## config.mk

```make
export PLATFORM = sky130hd
export DESIGN_NAME = input_loader
export DESIGN_NICKNAME = d
export VERILOG_FILES = /design/src/rtl/input_loader_pkg.sv /design/src/rtl/input_loader_edge_det.sv /design/src/rtl/input_loader.sv
export SDC_FILE = /design/constraint.sdc
export NUM_CORES = 1
export LEC_CHECK = 0
export ABC_AREA = 1
export CORE_AREA = 2 2 342 344
export DETAILED_ROUTE_END_ITERATION = 8
export DIE_AREA = 0 0 344 346
export SETUP_SLACK_MARGIN = 0.02
export SLEW_MARGIN = 20
export SYNTH_ARGS = -nofsm -noshare
export SYNTH_HDL_FRONTEND = slang
export SYNTH_SLANG_ARGS = --single-unit
export TNS_END_PERCENT = 20
```

## constraint.sdc

```tcl
create_clock -name clk -period 3.9 [get_ports clk]
set_clock_uncertainty 0.2 [all_clocks]
set_input_delay 0.78 -clock clk [delete_from_list [all_inputs] [get_ports clk]]
set_output_delay 0.78 -clock clk [all_outputs]
set_load 0.02 [all_outputs]
```

## src/rtl/input_loader_pkg.sv

```systemverilog
// Shared constants and types for the serial input loader.
//   IMG_BITS / WGT_BITS : default buffer sizes (28x28 pixels, 8 kernels x 3x3 weights)
//   PIX_CNT_W / WGT_CNT_W : counter widths, wide enough to hold the full count
//   state_e : loader FSM states
package input_loader_pkg;

  localparam int unsigned IMG_BITS  = 784;
  localparam int unsigned WGT_BITS  = 72;
  localparam int unsigned PIX_CNT_W = 10;
  localparam int unsigned WGT_CNT_W = 7;

  typedef enum logic [1:0] {
    IDLE,
    LOAD,
    DONE
  } state_e;

endpackage

```

## src/rtl/input_loader_edge_det.sv

```systemverilog
// Rising-edge detector for the synchronized load strobe.
//   clk, reset_n : clock, asynchronous active-low reset
//   sig          : level input (already synchronized)
//   rise         : high for the one cycle where sig is high and was low last cycle
module edge_det (
  input  logic clk,
  input  logic reset_n,
  input  logic sig,
  output logic rise
);

  logic en_q;

  always_ff @(posedge clk or negedge reset_n) begin
    if (!reset_n) begin
      en_q <= 1'b0;
    end else begin
      en_q <= sig;
    end
  end

  assign rise = sig & ~en_q;

endmodule

```

## src/rtl/input_loader.sv

```systemverilog
// Serial loader that assembles a binarized image and weight set from a
// strobed bit-pair stream, then hands both buffers to the compute FSM.
//   clk, reset_n : clock, asynchronous active-low reset
//   sync_p/sync_w: synchronized pixel / weight serial bits
//   sync_en      : synchronized strobe; each rising edge carries one bit pair
//   ack          : compute FSM releases the buffers (honoured only in DONE)
//   image        : pixel buffer, pixel k at image[k]
//   weights      : weight buffer, weight k at weights[k]
//   pix_cnt      : pixels captured so far
//   load_done    : both buffers full and not yet acknowledged
//   overrun      : sticky, a strobe edge arrived while in DONE
module input_loader #(
  parameter int unsigned IMG_BITS = input_loader_pkg::IMG_BITS,
  parameter int unsigned WGT_BITS = input_loader_pkg::WGT_BITS
) (
  input  logic                                   clk,
  input  logic                                   reset_n,
  input  logic                                   sync_p,
  input  logic                                   sync_w,
  input  logic                                   sync_en,
  input  logic                                   ack,
  output logic [IMG_BITS-1:0]                    image,
  output logic [WGT_BITS-1:0]                    weights,
  output logic [input_loader_pkg::PIX_CNT_W-1:0] pix_cnt,
  output logic                                   load_done,
  output logic                                   overrun
);

  import input_loader_pkg::*;

  localparam logic [PIX_CNT_W-1:0] PIX_MAX = PIX_CNT_W'(IMG_BITS);
  localparam logic [WGT_CNT_W-1:0] WGT_MAX = WGT_CNT_W'(WGT_BITS);

  state_e               state;
  logic [WGT_CNT_W-1:0] wgt_cnt;
  logic                 rise;

  logic                 pix_room;
  logic                 wgt_room;
  logic [PIX_CNT_W-1:0] pix_cnt_inc;
  logic [WGT_CNT_W-1:0] wgt_cnt_inc;
  logic                 load_full;

  edge_det u_edge_det (
    .clk     (clk),
    .reset_n (reset_n),
    .sig     (sync_en),
    .rise    (rise)
  );

  // Saturating counter increments; load_full looks at the post-capture counts
  // so DONE is entered straight off the final capture edge.
  always_comb begin
    pix_room    = (pix_cnt < PIX_MAX);
    wgt_room    = (wgt_cnt < WGT_MAX);
    pix_cnt_inc = pix_cnt + PIX_CNT_W'(pix_room);
    wgt_cnt_inc = wgt_cnt + WGT_CNT_W'(wgt_room);
    load_full   = (pix_cnt_inc == PIX_MAX) && (wgt_cnt_inc == WGT_MAX);
  end

  always_ff @(posedge clk or negedge reset_n) begin
    if (!reset_n) begin
      state     <= IDLE;
      pix_cnt   <= '0;
      wgt_cnt   <= '0;
      image     <= '0;
      weights   <= '0;
      load_done <= 1'b0;
      overrun   <= 1'b0;
    end else begin
      unique case (state)
        IDLE, LOAD: begin
          // ack outside DONE is deliberately ignored
          if (rise) begin
            if (pix_room) image[pix_cnt]   <= sync_p;
            if (wgt_room) weights[wgt_cnt] <= sync_w;
            pix_cnt <= pix_cnt_inc;
            wgt_cnt <= wgt_cnt_inc;
            if (load_full) begin
              state     <= DONE;
              load_done <= 1'b1;
            end else begin
              state <= LOAD;
            end
          end
        end
        DONE: begin
          // Buffers are frozen here; a stray edge only flags overrun.
          if (rise) overrun <= 1'b1;
          if (ack) begin
            pix_cnt   <= '0;
            wgt_cnt   <= '0;
            state     <= IDLE;
            load_done <= 1'b0;
          end
        end
        default: begin
          state     <= IDLE;
          load_done <= 1'b0;
        end
      endcase
    end
  end

endmodule

```

==> results of run 1 <==
cell families (layout without fill, tap and decap cells):
| group | count (synthesis) | count (layout) | share of synthesized area [%] |
|---|---|---|---|
| and+or+nand+nor | 1235 | 1235 | 14.02 |
| AOI/OAI and AO/OA | 1137 | 1137 | 17.10 |
| DFF | 878 | 878 | 61.54 |
| buffers and inverters | 446 | 1292 | 5.527 |
| muxes | 57 | 57 | 1.623 |
| adders and majority gates | 4 | 4 | 0.1402 |
| xor gates and xnor gates | 2 | 2 | 0.04907 |
flip-flops by register name, summed over array words and instances, names as in the netlist:
| signal | cells |
|---|---|
| wgt_cnt | 7 |
| weights | 72 |
| load_done | 1 |
| u_edge_det.en_q | 1 |
| overrun | 1 |
| state | 2 |
| image | 784 |
| pix_cnt | 10 |
cell usage after synthesis (all sizes together) (4+ instances only):
| cell type | n |
|---|---|
| o22ai | 13 |
| nand3 | 123 |
| ha | 4 |
| a21oi | 689 |
| mux2 | 7 |
| inv | 126 |
| nor4 | 7 |
| nand2 | 254 |
| clkbuf | 158 |
| nor2 | 825 |
| nor3 | 24 |
| buf | 162 |
| dfrtp | 878 |
| mux2i | 50 |
| a31oi | 315 |
| o21ai | 119 |
layout make-up:
class	count	area [sq um]	share of cell area, %
repair buffers	986	9970	20.05
clock buffers	149	2917	5.864
flip-flops and latches	878	21970	44.18
multi-input cells	2435	11970	24.06
inverters	126	485.5	0.9761
well taps	1524	1907	3.834
clock inverters	31	519.2	1.044
through the flow:
| step | hold WS (ps) | util [%] | total power, W |
|---|---|---|---|
| after floorplan | 253.7 | - | 0.01289 |
| after global placement | 242.9 | 40.10 | 0.01571 |
| after detailed placement | 246.7 | 40.10 | 0.01576 |
| after CTS | 256.7 | 43.09 | 0.02569 |
| after global routing | 279.8 | 43.09 | 0.02641 |
| final | 254.1 | 43.09 | 0.02544 |
worst max path at each step:
stage                                  end  cells past startpoint
global placement    image[555]$_DFFE_PN0P_                     12
detailed placement  image[587]$_DFFE_PN0P_                     12
global route                    pix_cnt[7]                      1
CTS                             pix_cnt[7]                      1
finish                          pix_cnt[7]                      1
floorplan            load_done$_DFFE_PN0P_                     18
repair_timing:
action | CTS | global route
endpoints found under the hold margin | 27 | 0
gates resized for setup | 0 | 0
buffers inserted | 0 | 0
setup endpoints to repair | 0 | 0
hold buffers | 1 | 0
power by group through the flow:
stage,logic (W),registers [W],clock network (W)
detailed placement,0.00525,0.0105,0
CTS,0.00526,0.0104,0.0101
floorplan,0.00170,0.0112,0
finish,0.00520,0.0104,0.00987
global route,0.00555,0.0104,0.0104
global placement,0.00521,0.0105,0
layer usage:
layer / vias to the layer above / track usage [%] / wire, um
met5: - / 0 / 0
met4: 0 / 10.24 / 6677
met3: 254 / 5.660 / 10640
met2: 1193 / 37.97 / 68300
met1: 14970 / 30.30 / 59300
li1: 14330 / - / -
==> metrics.txt, run 1 <==
status finished clean; number of remaining DRC errors 0; via/cell ratio 5.016; RSZ-0062 raised after global routing no; startpoint types flip-flop; Distinct cells, synth 34; routed len/inst 23.64 um; Final #Nets 4,535; final instance area 49,730 sq um; Max Root-Sink Buffers 3; Setup WS pre-CTS 303.6 ps; die area 119,000 sq um; largest net degree at the start of global routing 126; placed instance count 5,948; leak pwr 21.86 nW; Routed Antenna Nets 0; GRT Total Usage 23.65%; Slowest Stage Delay on Critical Path 770 ps; switch share 31.45%; layout cells sized above 1 7.687%; CP endpoint kind output port; fin crit period 3007 ps; Antenna diodes 0; DIE HEIGHT 346 um; Hold EP overrun$_DFFE_PN0P_; setup TNS 0 ps; Net Switching 0.008002 W; Crit Path Max Fanout 9; Ports 874; CTS buffer count 98; type of the worst min-delay path reg2reg; maximum vdd drop 0.4005 mV; slowest cell on the critical path clkdlybuf4s50_1; Max Slew Vio Count 0; syn avg cell area 9.497 sq um; number of flops mapped to enable cells by yosys 0; cell row count 125; Async S/R FF share, synth 100.0%; first-pass GRT wire length 208,900 um; Worst-path clk slew 70 ps; leading area contributor after synthesis dfrtp_1; # fillers 11,090; initial antenna violation count 0; Comb pwr share 20.4%; number of global-route vias before repair 29,510; Worst R2R Path Depth 7; hold path start overrun$_DFFE_PN0P_; worst setup margin 893.0 ps; core footprint 115,400 sq um; Area Growth Syn to Fin 39.31%; Slew @ Worst Pin 917.0 ps; Rel. slew slack 38.80%; CP Cell Sequence clkdlybuf4s50_1; max frequency 0.3326 GHz; Arrival @ worst endpoint 2030 ps; Mapped Nets 3,769; final setup fails 0; Vias 30,750; post-synthesis sequential area ratio 61.54%; reg2reg setup slack 1120 ps; r2r startpoint pix_cnt[5]$_DFFE_PN0P_; crit share post-route 77.10%; Worst Setup SP pix_cnt[7]$_DFFE_PN0P_; hold-critical path depth 1; worst setup path class reg2out; Starting Density 30.93%; most frequent cells in the layout dfrtp_1 (878), clkdlybuf4s50_1 (872), nor2_1 (795); post-synth top area share 61.54%; 1st-pass router iterations 5; IO buf count 873; total grt overflow 0; 1st-iter DRT viols 2,413; Synth area leaders dfrtp_1 (62%), a21oi_1 (9.7%), nor2_1 (8.6%); CTS H-tree depth 3; placed cell area 46,290 sq um; FF+latch count, synth 878; final hold violations 0; Die W 344 um; Max-Cap Viols 0; Synth Cell Area 35,700 sq um; share of power burned in registers 40.8%; CTS root buf clkbuf_16; Crit path buffers/inverters 1; Clk network pwr share 38.8%; Post-Syn Instances 3,759; Post-DP HPWL 97,840 um; FF-to-FF End image[17]$_DFFE_PN0P_; GPL Wtd Cong 0.8288; Int Pwr 0.01744 W; commonest non-fill, non-tap cell in the layout dfrtp_1; WL final 144,900 um; Post-synth top flop dfrtp_1; Worst-Skew Late Latency 670 ps; Pwr per Cell Area 511.5 nW/um^2; YS warnings 0; Crit path max-delay family buffers and inverters; clock tree sinks 878; TritonCTS clock tree done; critical path required time 2920 ps; fin cells 6,129
Note: power is estimated with default switching activity, not from simulation.
==> run 2, diff against run 1 <==
- clock period: 3.9 -> 2.8 ns (I/O delays scaled with it)
==> run 2 against run 1 <==
Net effect:
- total power is 38% higher
- via count is 1.3% higher
- hold slack worse by 62 ps
- largest cell class unchanged
- largest power group unchanged
==> metrics.txt, run 2 (synthesis gave the netlist of run 1 again) <==
status finished clean (unchanged); clock tree sinks 878 (unchanged); met2 usage 38.35% (was 37.97%); Area Growth Syn to Fin 41.64% (was 39.31%); DIE HEIGHT 346 um (unchanged); GPL Wtd Cong 0.8357 (was 0.8288); # fillers 11,040 (was 11,090); Post-DP HPWL 100,900 um (was 97,840 um); worst setup path class reg2out (unchanged); most frequent cells in the layout dfrtp_1 (875), clkdlybuf4s50_1 (870), nor2_1 (794) (was dfrtp_1 (878), clkdlybuf4s50_1 (872), nor2_1 (795)); 1st-iter DRT viols 2,444 (was 2,413); type of the worst min-delay path in2async (was reg2reg); Pwr per Cell Area 694.7 nW/um^2 (was 511.5 nW/um^2); CP endpoint kind output port (unchanged); Starting Density 30.93% (unchanged); commonest non-fill, non-tap cell in the layout dfrtp_1 (unchanged); 1st-pass router iterations 5 (unchanged); Final #Nets 4,603 (was 4,535); Antenna diodes 0 (unchanged); FF-to-FF End image[392]$_DFFE_PN0P_ (was image[17]$_DFFE_PN0P_); TritonCTS clock tree done (unchanged); initial antenna violation count 0 (unchanged); CTS root buf clkbuf_16 (unchanged); slowest cell on the critical path clkdlybuf4s50_1 (unchanged); Rel. slew slack 35.92% (was 38.80%); reg2reg setup slack 260 ps (was 1120 ps); routed len/inst 23.41 um (was 23.64 um); CP Cell Sequence clkdlybuf4s50_1 (unchanged); Top Registers image (784), weights (72), pix_cnt (10) (unchanged); Vias 31,160 (was 30,750); Final Power 0.03513 W (was 0.02544 W); crit share post-route 96.59%; Setup Fix Bufs, Post-CTS 0 (unchanged); GR met1 Demand/Resource 29.93% (was 30.30%); largest net degree at the start of global routing 109 (was 126); number of flip-flops under the largest register name 784 (unchanged); cell row count 125 (unchanged); Die W 344 um (unchanged); layout cells sized above 1 9.178% (was 7.687%); Arrival @ worst endpoint 1940 ps (was 2030 ps); CTS H-tree depth 3 (unchanged); Crit path max-delay family buffers and inverters (unchanged); WL final 145,100 um (was 144,900 um); critical path required time 2040 ps (was 2920 ps); final hold violations 0 (unchanged); area occupied by multi-input gates 11,970 sq um (about the same); startpoint types flip-flop (unchanged); Worst-path clk slew 60 ps (was 70 ps); RSZ-0062 raised after global routing no (unchanged); maximum vdd drop 0.4395 mV (was 0.4005 mV); number of remaining DRC errors 0 (unchanged); max frequency 0.3697 GHz; register area 21,970 sq um (about the same); final setup fails 0 (unchanged); Largest Register image (unchanged); Crit path buffers/inverters 1 (unchanged); Worst-Skew Late Latency 670 ps (about the same); first-pass GRT wire length 209,100 um (was 208,900 um); Max Root-Sink Buffers 3 (unchanged); via/cell ratio 5.027 (was 5.016); core footprint 115,400 sq um (unchanged); CTS buffer count 97 (was 98); Crit Path Max Fanout 8 (was 9); Worst R2R Path Depth 8 (was 7); met3 GRT Util 5.901% (was 5.660%); worst setup margin 95.43 ps (was 893.0 ps); global route hottest layer met2 (unchanged); number of global-route vias before repair 29,590 (was 29,510); placed cell area 47,240 sq um (was 46,290 sq um); Routed Antenna Nets 0 (unchanged); Hold Slack 191.6 ps (was 254.1 ps); IO buf count 873 (unchanged); total grt overflow 0 (unchanged); r2r startpoint pix_cnt[5]$_DFFE_PN0P_ (unchanged); final instance area 50,570 sq um (was 49,730 sq um); Slowest Stage Delay on Critical Path 770 ps (about the same); Slew @ Worst Pin 960.2 ps (was 917.0 ps); leak pwr 22.31 nW (was 21.86 nW); GRT Total Usage 23.74% (was 23.65%); Setup WS pre-CTS -100.8 ps (was 303.6 ps); fin crit period 2705 ps; Ports 874 (unchanged); Max Slew Vio Count 0 (unchanged); die area 119,000 sq um (unchanged); Max-Cap Viols 0 (unchanged)
## run 2: cell count changes in the layout (fill, tap and decap cells not counted), moves of 3 or more
cell / change
dfrtp_1: -3
buf_4: +34
bufinv_16: -3
dfrtp_2: +3
buf_12: +35
clkinv_2: +5
## run 2: area by class of cell
cell class,count,area share [%]
clock inverters,34,0.9106
repair buffers,1055,21.60
clock buffers,146,5.622
flip-flops and latches,878,43.46
inverters,126,0.9601
well taps,1524,3.771
multi-input cells,2435,23.68
## run 2: metal layers
layer,part of all wire [%],vias up
met5,0,-
met1,40,15190
met3,7.6,249
met4,4.6,0
met2,48,1224
li1,-,14490
## run 2: stage by stage
| step | cells | util, % | setup TNS, ps |
|---|---|---|---|
| 3_5_place_dp | 6017 | 40.93 | -2280 |
| 4_1_cts | 6198 | 43.80 | 0 |
| 5_1_grt | 6198 | 43.81 | 0 |
| 6_report | 6198 | 43.81 | 0 |
| 3_3_place_gp | 6017 | 40.93 | -412.8 |
| 2_1_floorplan | 3759 | - | 0 |
## run 2: what timing repair did
| action | in CTS | in global routing |
|---|---|---|
| endpoints found under the setup margin | 3 | 2 |
| resized for setup | 3 | 6 |
| hold buffers | 1 | 0 |
| hold endpoints to repair | 193 | 0 |
## run 2: worst max path at each step
stage	startpoint	end	slack, ps	depth (start not counted)
final	pix_cnt[1]$_DFFE_PN0P_	pix_cnt[1]	100	1
after global routing	pix_cnt[5]$_DFFE_PN0P_	load_done$_DFFE_PN0P_	30	16
after CTS	pix_cnt[1]$_DFFE_PN0P_	pix_cnt[1]	30	1
after detailed placement	sync_en	image[625]$_DFFE_PN0P_	-100	12
after global placement	sync_en	image[729]$_DFFE_PN0P_	-100	13
after floorplan	pix_cnt[4]$_DFFE_PN0P_	load_done$_DFFE_PN0P_	430	18
## run 2: power breakdown
part / switching, W / leakage (nW) / internal (W)
Sequential: 0.000748 / 12.2 / 0.0137
Clock: 0.00553 / 1.61 / 0.00771
Combinational: 0.00481 / 8.50 / 0.00267
